<file path="src/rtl/axis_shutdown_sequencer.sv">
// axis_shutdown_sequencer
// Orders shutdown (channel 0 first) and bring-up (channel N-1 first) of a
// chain of stream shutdown wrappers. Each channel step waits for the channel's
// acknowledge, bounded by a per-step timeout. Channels that time out are
// flagged in a sticky error mask until the next sequence starts from UP or DOWN.

module axis_shutdown_sequencer #(
  parameter int unsigned C_NUM_CHANNELS   = 4,
  parameter int unsigned C_TIMEOUT_CYCLES = 1024,
  parameter int unsigned C_TIMEOUT_WIDTH  = 16,
  localparam int unsigned IDX_W = (C_NUM_CHANNELS > 1) ? $clog2(C_NUM_CHANNELS) : 1
) (
  input  logic                      clk,
  input  logic                      rst,
  input  logic                      cmd_shutdown,
  output logic [C_NUM_CHANNELS-1:0] chan_req,
  input  logic [C_NUM_CHANNELS-1:0] chan_ack,
  output logic                      status_up,
  output logic                      status_down,
  output logic                      busy,
  output logic [IDX_W-1:0]          cur_chan,
  output logic [C_NUM_CHANNELS-1:0] err_mask
);

  typedef enum logic [1:0] {
    ST_UP       = 2'd0,
    ST_SHUTTING = 2'd1,
    ST_DOWN     = 2'd2,
    ST_STARTING = 2'd3
  } state_t;

  // Index of the most downstream channel.
  localparam logic [IDX_W-1:0] LAST_IDX = IDX_W'(C_NUM_CHANNELS - 32'd1);
  localparam logic [IDX_W-1:0] ONE_IDX  = IDX_W'(32'd1);
  localparam logic [IDX_W-1:0] ZERO_IDX = IDX_W'(32'd0);

  // A zero timeout disables the step bound entirely.
  localparam bit TIMEOUT_EN = (C_TIMEOUT_CYCLES != 32'd0);

  // Counter value on the last allowed cycle of a step.
  localparam logic [C_TIMEOUT_WIDTH-1:0] TIMEOUT_LAST =
    C_TIMEOUT_WIDTH'(TIMEOUT_EN ? (C_TIMEOUT_CYCLES - 32'd1) : 32'd0);

  localparam logic [C_TIMEOUT_WIDTH-1:0] CNT_ONE  = C_TIMEOUT_WIDTH'(32'd1);
  localparam logic [C_TIMEOUT_WIDTH-1:0] CNT_ZERO = C_TIMEOUT_WIDTH'(32'd0);

  state_t                      state_q, state_d;
  logic [IDX_W-1:0]            idx_q, idx_d;
  logic [C_TIMEOUT_WIDTH-1:0]  cnt_q, cnt_d;
  logic [C_NUM_CHANNELS-1:0]   req_q, req_d;
  logic [C_NUM_CHANNELS-1:0]   err_q, err_d;
  logic                        status_up_q, status_up_d;
  logic                        status_down_q, status_down_d;
  logic                        busy_q, busy_d;

  logic                        ack_cur_s;
  logic                        timeout_hit_s;
  logic                        step_done_s;
  logic [IDX_W-1:0]            idx_next_s;
  logic [IDX_W-1:0]            idx_prev_s;
  logic                        cnt_at_last_s;

  // Next-state, channel request and step counter computation for the sequencer.
  always_comb begin
    state_d       = state_q;
    idx_d         = idx_q;
    cnt_d         = cnt_q;
    req_d         = req_q;
    err_d         = err_q;
    ack_cur_s     = chan_ack[idx_q];
    idx_next_s    = idx_q + ONE_IDX;
    idx_prev_s    = idx_q - ONE_IDX;
    cnt_at_last_s = TIMEOUT_EN && (cnt_q == TIMEOUT_LAST);
    timeout_hit_s = 1'b0;
    step_done_s   = 1'b0;

    case (state_q)
      ST_UP: begin
        cnt_d = CNT_ZERO;
        if (cmd_shutdown) begin
          // Start a fresh shutdown from the most upstream channel.
          idx_d    = ZERO_IDX;
          err_d    = '0;
          req_d[0] = 1'b1;
          state_d  = ST_SHUTTING;
        end else begin
          state_d = ST_UP;
        end
      end

      ST_SHUTTING: begin
        timeout_hit_s = cnt_at_last_s && !ack_cur_s;
        step_done_s   = ack_cur_s || timeout_hit_s;
        if (step_done_s) begin
          cnt_d = CNT_ZERO;
          if (timeout_hit_s) begin
            err_d[idx_q] = 1'b1;
          end else begin
            err_d = err_q;
          end
          if (!cmd_shutdown) begin
            // Reverse in place: release the channel just requested.
            req_d[idx_q] = 1'b0;
            state_d      = ST_STARTING;
          end else if (idx_q == LAST_IDX) begin
            state_d = ST_DOWN;
          end else begin
            idx_d             = idx_next_s;
            req_d[idx_next_s] = 1'b1;
          end
        end else begin
          cnt_d = cnt_q + CNT_ONE;
        end
      end

      ST_DOWN: begin
        cnt_d = CNT_ZERO;
        if (!cmd_shutdown) begin
          // Bring-up starts at the most downstream channel.
          idx_d           = LAST_IDX;
          err_d           = '0;
          req_d[LAST_IDX] = 1'b0;
          state_d         = ST_STARTING;
        end else begin
          state_d = ST_DOWN;
        end
      end

      ST_STARTING: begin
        timeout_hit_s = cnt_at_last_s && ack_cur_s;
        step_done_s   = !ack_cur_s || timeout_hit_s;
        if (step_done_s) begin
          cnt_d = CNT_ZERO;
          if (timeout_hit_s) begin
            err_d[idx_q] = 1'b1;
          end else begin
            err_d = err_q;
          end
          if (cmd_shutdown) begin
            // Reverse in place: re-request the channel just released.
            req_d[idx_q] = 1'b1;
            state_d      = ST_SHUTTING;
          end else if (idx_q == ZERO_IDX) begin
            state_d = ST_UP;
          end else begin
            idx_d             = idx_prev_s;
            req_d[idx_prev_s] = 1'b0;
          end
        end else begin
          cnt_d = cnt_q + CNT_ONE;
        end
      end

      default: begin
        // Unreachable encoding: recover to the reset condition.
        state_d = ST_UP;
        idx_d   = ZERO_IDX;
        cnt_d   = CNT_ZERO;
        req_d   = '0;
        err_d   = '0;
      end
    endcase

    status_up_d   = (state_d == ST_UP);
    status_down_d = (state_d == ST_DOWN);
    busy_d        = (state_d == ST_SHUTTING) || (state_d == ST_STARTING);
  end

  // Sequencer state and registered outputs, with synchronous reset.
  always_ff @(posedge clk) begin
    if (rst) begin
      state_q       <= ST_UP;
      idx_q         <= ZERO_IDX;
      cnt_q         <= CNT_ZERO;
      req_q         <= '0;
      err_q         <= '0;
      status_up_q   <= 1'b1;
      status_down_q <= 1'b0;
      busy_q        <= 1'b0;
    end else begin
      state_q       <= state_d;
      idx_q         <= idx_d;
      cnt_q         <= cnt_d;
      req_q         <= req_d;
      err_q         <= err_d;
      status_up_q   <= status_up_d;
      status_down_q <= status_down_d;
      busy_q        <= busy_d;
    end
  end

  // A single channel has only index 0, so the index output is a constant.
  generate
    if (C_NUM_CHANNELS == 1) begin : g_single
      assign cur_chan = ZERO_IDX;
    end else begin : g_multi
      assign cur_chan = idx_q;
    end
  endgenerate

  assign chan_req    = req_q;
  assign err_mask    = err_q;
  assign status_up   = status_up_q;
  assign status_down = status_down_q;
  assign busy        = busy_q;

endmodule

</file>
<file path="config.mk">
export PLATFORM = sky130hd
export DESIGN_NAME = axis_shutdown_sequencer
export DESIGN_NICKNAME = d
export VERILOG_FILES = /design/src/rtl/axis_shutdown_sequencer.sv
export SDC_FILE = /design/constraint.sdc
export NUM_CORES = 1
export LEC_CHECK = 0
export CORE_AREA = 2 2 64 90
export DETAILED_ROUTE_END_ITERATION = 10
export DIE_AREA = 0 0 66 92
export PLACE_DENSITY = 0.51
export SYNTH_ARGS = -nofsm -noshare
export SYNTH_HDL_FRONTEND = slang
export SYNTH_SLANG_ARGS = --single-unit
</file>
<file path="constraint.sdc">
create_clock -name clk -period 1.86 [get_ports clk]
set_clock_uncertainty 0.1 [all_clocks]
set_input_delay 0.186 -clock clk [delete_from_list [all_inputs] [get_ports clk]]
set_output_delay 0.186 -clock clk [all_outputs]
set_load 0.03 [all_outputs]
</file>
==> reports/metrics.csv, run 1 <==
metric,value,unit
status,"complete, but fails checks",
failing checks,setup timing,
Yosys Warn Count,0,
Final #Nets,320,
hold_sp,err_mask[1],
flop2flop setup slack,-0.17,ns
CTS buffer count,5,
CP max stage cell,or4b_1,
Clock Sinks,30,
Max IR drop VDD,0.000500,V
routed vias/inst,4.94,
Worst path max stage delay,0.53,ns
antenna-violating nets left,0,
synth unique cells,47,
CP Cell Sequence,or4b_1 > nor4_1 > buf_4 > nand4_1 > o311a_1 > a211o_1 > a21oi_2,
Slew HR,0.739,
syn_nets,238,
core area,0.00537,mm2
#FFs+latches synth,30,
CP arrival,2.16,ns
Die Wd,66,um
IO Port Bufs,19,
CTS Hold Bufs,0,
worst skew pair latency,0.28,ns
first-pass GRT wire length,8.19,mm
"EDFF count, synth",0,
WP buf/inv,1,
unrepaired setup endpoints after global routing,true,
Max Slew Vio Count,0,
Pleak,1.08,nW
WHS Endpoint,err_mask[1],
worst-path maximum fanout,3,
routed wire length per instance,12.9,um
final worst path period need,2.03,ns
Placed Cells,358,
largest net degree at the start of global routing,13,
FP Rows,32,
Mapped Area,0.00179,mm2
cell family with most CP delay,simple AND/OR/NAND/NOR gates,
hold_ws,0.367,ns
FF-to-FF path depth,7,
register area,612,um2
die height,92,um
dpl ws,-0.351,ns
Final setup violation count,29,
fillcell total,540,
pwr dens,616,mW/mm2
multi-input logic area,0.00122,mm2
layout cells sized above 1,0.341,
Fmax,492,MHz
All-Layer GR Usage,0.175,
antenna violations before repair,0,
Congestion Overflow GR,0,
Vias,1842,
vias in the first global route,1848,
Worst Tran Pin Value,0.391,ns
Startpoint Class,register,
r2r startpoint,cnt_q[13],
hold path cells,1,
Reg2Reg Capture Point,chan_req[1],
setup_tns,-3.62,ns
post-route setup slack,-0.174,ns
"CTS clk-pin slew, worst paths",0.07,ns
HPWL after DPL,3.70,mm
IO Pins,20,
die area,0.00607,mm2
Setup crit end kind,register,
Final Wtd Congestion,0.840,
CTS tree,done,
Max-Cap Viols,0,
antenna cells,0,
Root Driver,clkbuf_8,
DR DRC count,0,
register area share after synthesis,0.336,
post-route clock period utilization,1.09,
"Req. time, crit path",1.98,ns
ys flop type,dfxtp_1,
1st-pass router iterations,4,
Layout area overhead,55.2,%
final hold vios,0,
total wire length,4.81,mm
Post-synth ARST share,0,
maximum clock path buffer count,2,
Iter 0 DRT Violations,44,
CP Class,reg2reg,
Post-Syn Instances,222,
H-tree depth reported by CTS,2,
min-delay worst type,reg2reg,
Initial Util,0.333,
Finished Layout Cells,373,
Avg Inst Size Synth,8.05,um2
Crit path depth,7,
[layout make-up]
class	instances	share of cell area
clock buffers	6	0.0262
clock inverters	2	0.0131
inverters	13	0.0176
multi-input cells	170	0.439
flip-flops and latches	30	0.221
well taps	68	0.0307
repair buffers	84	0.253
[stage by stage]
| step | utilization | area (um2) | power, W |
|---|---|---|---|
| CTS | 0.507 | 2720 | 0.00172 |
| finish | 0.517 | 2770 | 0.00171 |
| global route | 0.517 | 2770 | 0.00179 |
| floorplan | - | 1860 | 0.000889 |
| global placement | 0.469 | 2520 | 0.00104 |
| detailed placement | 0.469 | 2520 | 0.00104 |
[registers in the layout, summed over array words and instances, names as in the netlist]
| register | cells |
|---|---|
| chan_req | 4 |
| status_down | 1 |
| cur_chan | 2 |
| state_q | 2 |
| cnt_q | 16 |
| err_mask | 4 |
| status_up | 1 |
[worst max path at each step]
stage	startpoint	end	slack [ns]
2_1_floorplan	cur_chan[0]	cnt_q[10]	-0.25
3_3_place_gp	chan_ack[3]	cnt_q[2]	-0.32
3_5_place_dp	chan_ack[3]	status_up	-0.35
6_report	cnt_q[13]	chan_req[1]	-0.17
5_1_grt	cur_chan[0]	cnt_q[15]	-0.25
4_1_cts	cnt_q[13]	chan_req[1]	-0.16
[cells in the mapped netlist, types with 2 or more instances]
cell | instances | area share
a211o_1 | 2 | 0.0098
a211oi_1 | 3 | 0.013
a21boi_0 | 2 | 0.0084
a21oi_1 | 12 | 0.034
a311oi_1 | 2 | 0.0098
a31oi_1 | 2 | 0.0070
and3_1 | 2 | 0.0070
buf_6 | 3 | 0.019
clkbuf_1 | 6 | 0.013
dfxtp_1 | 30 | 0.34
ha_1 | 9 | 0.063
inv_1 | 12 | 0.025
mux2i_1 | 5 | 0.028
nand2_1 | 18 | 0.038
nand3_1 | 8 | 0.022
nand4_1 | 4 | 0.014
nor2_1 | 42 | 0.088
nor2b_1 | 2 | 0.0070
nor3_1 | 2 | 0.0056
nor4_1 | 2 | 0.0070
o21a_1 | 5 | 0.021
o21ai_0 | 9 | 0.025
o2bb2ai_1 | 2 | 0.0098
o31ai_1 | 2 | 0.0084
or3_1 | 2 | 0.0070
xnor2_1 | 7 | 0.034
xor2_1 | 7 | 0.034
[power by group]
group          switching [W]  internal (W)
Sequential         0.0000138      0.000661
Clock               0.000262      0.000400
Combinational       0.000190      0.000182
Total               0.000466       0.00124
[repair_timing]
action	in CTS	in global routing
setup endpoints to repair	30	30
setup buffers	6	2
gates resized for setup	10	12
pin swaps	10	8
[cell usage in the layout, fill, tap and decap left out, types with 3 or more instances in the layout]
master,n
mux2i_1,5
clkdlybuf4s50_1,19
a21oi_1,10
o21ai_0,7
dfxtp_1,23
buf_4,61
xnor2_1,7
xor2_1,7
dfxtp_2,6
nand3_1,8
o21a_1,5
ha_1,6
clkbuf_8,5
nor2_1,41
buf_6,3
nand2_1,17
inv_1,12
nand4_1,4
[per-layer routing]
metal,up-vias,global-route usage,wire (um)
li1,945,-,-
met1,852,0.183,1960
met2,31,0.324,2570
met3,14,0.0368,142
met4,0,0.0765,142
met5,-,0,0
[kinds of logic (layout without fill, tap and decap cells)]
| family | Yosys count | count (layout) | synth area share |
|---|---|---|---|
| compound gates | 52 | 52 | 0.200 |
| flops | 30 | 30 | 0.336 |
| fa+ha+maj | 9 | 9 | 0.0630 |
| simple gates | 88 | 88 | 0.226 |
| mux | 7 | 7 | 0.0469 |
| buf+inv | 22 | 105 | 0.0588 |
| xor+xnor | 14 | 14 | 0.0686 |
(Power assumes the default switching activity.)
==> run 2: changes to the inputs <==
--- a/config.mk
+++ b/config.mk
@@ -9,6 +9,7 @@
 export DETAILED_ROUTE_END_ITERATION = 10
 export DIE_AREA = 0 0 66 92
 export PLACE_DENSITY = 0.51
+export REMOVE_ABC_BUFFERS = 1
 export SYNTH_ARGS = -nofsm -noshare
 export SYNTH_HDL_FRONTEND = slang
 export SYNTH_SLANG_ARGS = --single-unit
==> reports/metrics.csv, run 2 (synthesis results as in run 1) <==
metric,value,unit
CP Class,reg2reg,
Pleak,1.07,nW
die height,92,um
CTS tree,done,
Finished Layout Cells,372,
post-route clock period utilization,1.11,
Int Power,0.00113,W
Setup crit end kind,register,
CP startpoint,cnt_q[15],
Fmax,485,MHz
"CTS clk-pin slew, worst paths",0.07,ns
die area,0.00607,mm2
Startpoint Class,register,
Iter 0 DRT Violations,113,
IO Pins,20,
cell family with most CP delay,compound AO/OA/AOI/OAI gates,
"Req. time, crit path",1.98,ns
final worst path period need,2.06,ns
Slew HR,0.772,
Switching Fraction,0.293,
post-route setup slack,-0.200,ns
Sw Pwr,0.000470,W
max FFs per register,16,
worst-path maximum fanout,3,
Clk pwr share,0.347,
"commonest non-fill, non-tap cell in the layout",buf_4,
HPWL after DPL,3.88,mm
All-Layer GR Usage,0.189,
Max IR drop VDD,0.000283,V
failing checks,setup timing,
Max-Cap Viols,0,
Placed Cells,355,
layout cells sized above 1,0.349,
core area,0.00537,mm2
Final Wtd Congestion,0.835,
r2r startpoint,cnt_q[15],
antenna violations before repair,0,
met2 wire length,2.98,mm
max layer used,met4,
Die Wd,66,um
worst skew pair latency,0.29,ns
hold_ws,0.365,ns
vias in the first global route,1880,
final hold vios,0,
routed vias/inst,5.10,
Vias,1899,
hold_sp,err_mask[0],
CP max stage cell,o311a_1,
Layout area overhead,53.4,%
Clock Sinks,30,
final instance area,0.00274,mm2
CTS Hold Bufs,0,
Root Driver,clkbuf_8,
routed wire length per instance,14.6,um
WP buf/inv,1,
Final setup violation count,26,
pwr dens,585,mW/mm2
Biggest register,cnt_q,
IO Port Bufs,19,
setup_tns,-3.17,ns
H-tree depth reported by CTS,2,
status,"complete, but fails checks",
antenna cells,0,
min-delay worst type,reg2reg,
DR DRC count,0,
Max Slew Vio Count,0,
unrepaired setup endpoints after global routing,true,
maximum clock path buffer count,2,
Worst Tran Pin Value,0.340,ns
CP Cell Sequence,buf_4 > nor3b_2 > and4bb_2 > o21ai_2 > o311a_1 > a211o_1 > a21oi_1,
antenna-violating nets left,0,
CP arrival,2.18,ns
Initial Util,0.333,
total wire length,5.42,mm
largest net degree at the start of global routing,17,
met3 WL,171,um
combinational share of power,0.234,
Placement Cell Area,0.00242,mm2
Post-Route M1 WL,2.14,mm
most frequent cells in the layout,"buf_4 (61), nor2_1 (42), dfxtp_1 (23)",
1st-pass router iterations,4,
Worst path max stage delay,0.38,ns
CTS buffer count,5,
Final #Nets,319,
FP Rows,32,
Congestion Overflow GR,0,
first-pass GRT wire length,8.81,mm
Flop pwr share,0.418,
run 2: layout make-up:
| type | instances | area, um2 |
|---|---|---|
| sequential | 30 | 612 |
| tap | 68 | 85.1 |
| clock inverter | 1 | 5.00 |
| inverter | 13 | 48.8 |
| fill | 531 | 2620 |
| multi-input combinational | 170 | 1220 |
| clock buffer | 7 | 86.3 |
| timing repair buffer | 83 | 682 |
run 2: routing by layer:
layer / up-vias / GRT usage
met4: 0 / 0.0799
met2: 48 / 0.354
met3: 12 / 0.0294
met5: - / 0
met1: 897 / 0.203
li1: 942 / -
run 2: per-stage QoR:
stage | worst slack [ns] | total power [W] | utilization
final | -0.200 | 0.00160 | 0.511
after floorplan | -0.415 | 0.000858 | -
after CTS | -0.149 | 0.00160 | 0.499
after global routing | -0.313 | 0.00168 | 0.511
after global placement | -0.357 | 0.00102 | 0.451
after detailed placement | -0.411 | 0.00102 | 0.451
run 2: path summary, 6_finish.rpt:
kind | to | slack [ns] | cells past startpoint
worst max-delay path | chan_req[2] | -0.20 | 7
worst min-delay path | err_mask[0] | 0.36 | 1
worst max register to register | chan_req[2] | -0.20 | 7
worst min register to register | err_mask[0] | 0.36 | 1
run 2: repair_timing:
action                                 in CTS  in global routing
gates resized for setup                    30                 12
pin swaps                                  17                 10
setup buffers                               8                  2
setup endpoints to repair                  30                 30
endpoints found under the hold margin       0                  0
run 2: power groups by stage:
stage	registers, W	clock network, W	logic (W)
floorplan	0.000720	0	0.000138
global placement	0.000686	0	0.000334
detailed placement	0.000686	0	0.000335
CTS	0.000671	0.000570	0.000356
global route	0.000673	0.000603	0.000406
finish	0.000671	0.000557	0.000376
==> run 3: changes to the inputs <==
--- a/config.mk
+++ b/config.mk
@@ -8,8 +8,9 @@
 export CORE_AREA = 2 2 64 90
 export DETAILED_ROUTE_END_ITERATION = 10
 export DIE_AREA = 0 0 66 92
-export PLACE_DENSITY = 0.51
+export PLACE_DENSITY = 0.49
 export REMOVE_ABC_BUFFERS = 1
+export SLEW_MARGIN = 10
 export SYNTH_ARGS = -nofsm -noshare
 export SYNTH_HDL_FRONTEND = slang
 export SYNTH_SLANG_ARGS = --single-unit
==> constraint.sdc (replaced) <==
create_clock -name clk -period 2.2 [get_ports clk]
set_clock_uncertainty 0.1 [all_clocks]
set_input_delay 0.22 -clock clk [delete_from_list [all_inputs] [get_ports clk]]
set_output_delay 0.22 -clock clk [all_outputs]
set_load 0.03 [all_outputs]
==> reports/metrics.csv, run 3 (synthesis results as in run 1) <==
metric,value,unit
status,"finished, final reports clean",
first-pass GRT wire length,7.78,mm
IO Port Bufs,19,
worst skew pair latency,0.28,ns
final worst path period need,2.07,ns
hold_sp,err_mask[2],
CP max stage cell,o311a_1,
All-Layer GR Usage,0.165,
Iter 0 DRT Violations,77,
CP startpoint,cnt_q[1],
pwr dens,537,mW/mm2
routed wire length per instance,13.4,um
Clock Sinks,30,
Vias,1738,
fillcell total,555,
Biggest register,cnt_q,
WP buf/inv,0,
die area,0.00607,mm2
Finished Layout Cells,338,
post-route clock period utilization,0.939,
antenna violations before repair,0,
CTS Hold Bufs,0,
maximum clock path buffer count,2,
largest net degree at the start of global routing,17,
total wire length,4.53,mm
Max IR drop VDD,0.000231,V
Startpoint Class,register,
die height,92,um
hold path cells,1,
antenna cells,0,
Final #Nets,285,
Initial Util,0.333,
IO Pins,20,
min-delay worst type,reg2reg,
Placed Cells,326,
H-tree depth reported by CTS,2,
Setup crit end kind,register,
r2r startpoint,cnt_q[1],
HPWL after DPL,3.46,mm
Slew HR,0.765,
layout cells sized above 1,0.193,
Max Slew Vio Count,0,
max FFs per register,16,
"CTS clk-pin slew, worst paths",0.06,ns
Root Driver,clkbuf_8,
"commonest non-fill, non-tap cell in the layout",nor2_1,
Crit path depth,7,
Final setup violation count,0,
Final Util,0.444,
worst-path maximum fanout,3,
CTS buffer count,5,
hold_ws,0.369,ns
Worst Tran Pin Value,0.350,ns
CTS tree,done,
Max-Cap Viols,0,
routed vias/inst,5.14,
FP Rows,32,
CP Cell Sequence,ha_2 > nand4_1 > and4bb_2 > o21ai_1 > o311a_1 > a211o_1 > a21oi_1,
"Req. time, crit path",2.31,ns
Layout area overhead,33.2,%
CP Class,reg2reg,
core area,0.00537,mm2
cell family with most CP delay,compound AO/OA/AOI/OAI gates,
Die Wd,66,um
Pleak,0.880,nW
final hold vios,0,
FF-to-FF path depth,7,
1st-pass router iterations,4,
Final Wtd Congestion,0.828,
vias in the first global route,1754,
Worst path max stage delay,0.38,ns
most frequent cells in the layout,"nor2_1 (41), buf_4 (30), dfxtp_1 (28)",
CP arrival,2.18,ns
Fmax,484,MHz
Congestion Overflow GR,0,
antenna-violating nets left,0,
DR DRC count,0,
-- run 3: final cells by class --
class | count | area, um2 | area share
Sequential cell | 30 | 606 | 0.254
Tap cell | 68 | 85.1 | 0.0358
Clock inverter | 1 | 5.00 | 0.00210
Clock buffer | 7 | 86.3 | 0.0363
Multi-Input combinational cell | 170 | 1130 | 0.476
Inverter | 13 | 48.8 | 0.0205
Timing Repair Buffer | 49 | 415 | 0.175
-- run 3: per-layer routing --
metal | wire (um) | GRT usage | vias to the layer above
met1 | 1820 | 0.181 | 814
met4 | 138 | 0.0935 | 0
met2 | 2440 | 0.290 | 41
met3 | 136 | 0.0294 | 11
li1 | - | - | 872
met5 | 0 | 0 | -
-- run 3: worst reg2reg max path, delay by kind of cell, from the launching register on --
kind / cells / cell delay [ns]
adder cells (fa/ha/maj): 1 / 0.20
flip-flops: 1 / 0.34
AO/OA/AOI/OAI: 4 / 0.85
AND/OR/NAND/NOR: 2 / 0.51
-- run 3: path summary, 6_finish.rpt --
path                                     to  slack (ns)
worst max-delay path            chan_req[2]        0.13
worst min-delay path            err_mask[2]        0.37
worst max register to register  chan_req[2]        0.13
worst min register to register  err_mask[2]        0.37
-- run 3: what timing repair did --
item                       4_1_cts  5_1_grt
setup endpoints to repair        1        7
pin swaps                        0        5
cloned                           0        0
gates resized for setup          4       10
buffers inserted                 0        4
-- run 3: through the flow --
| step | setup WS, ns | power (W) | TNS, ns | cell area [um2] |
|---|---|---|---|---|
| 2_1_floorplan | -0.0747 | 0.000725 | -1.36 | 1730 |
| 3_3_place_gp | -0.0602 | 0.000833 | -0.153 | 2200 |
| 3_5_place_dp | -0.0846 | 0.000831 | -0.189 | 2200 |
| 4_1_cts | 0.0443 | 0.00130 | 0 | 2320 |
| 5_1_grt | -0.00718 | 0.00135 | -0.00718 | 2380 |
| 6_report | 0.134 | 0.00128 | 0 | 2380 |
-- run 3: report_power, final --
| part | internal [W] | switching (W) | total (W) |
|---|---|---|---|
| Combinational | 0.000113 | 0.000143 | 0.000256 |
| Sequential | 0.000558 | 0.0000110 | 0.000569 |
| Clock | 0.000252 | 0.000202 | 0.000454 |
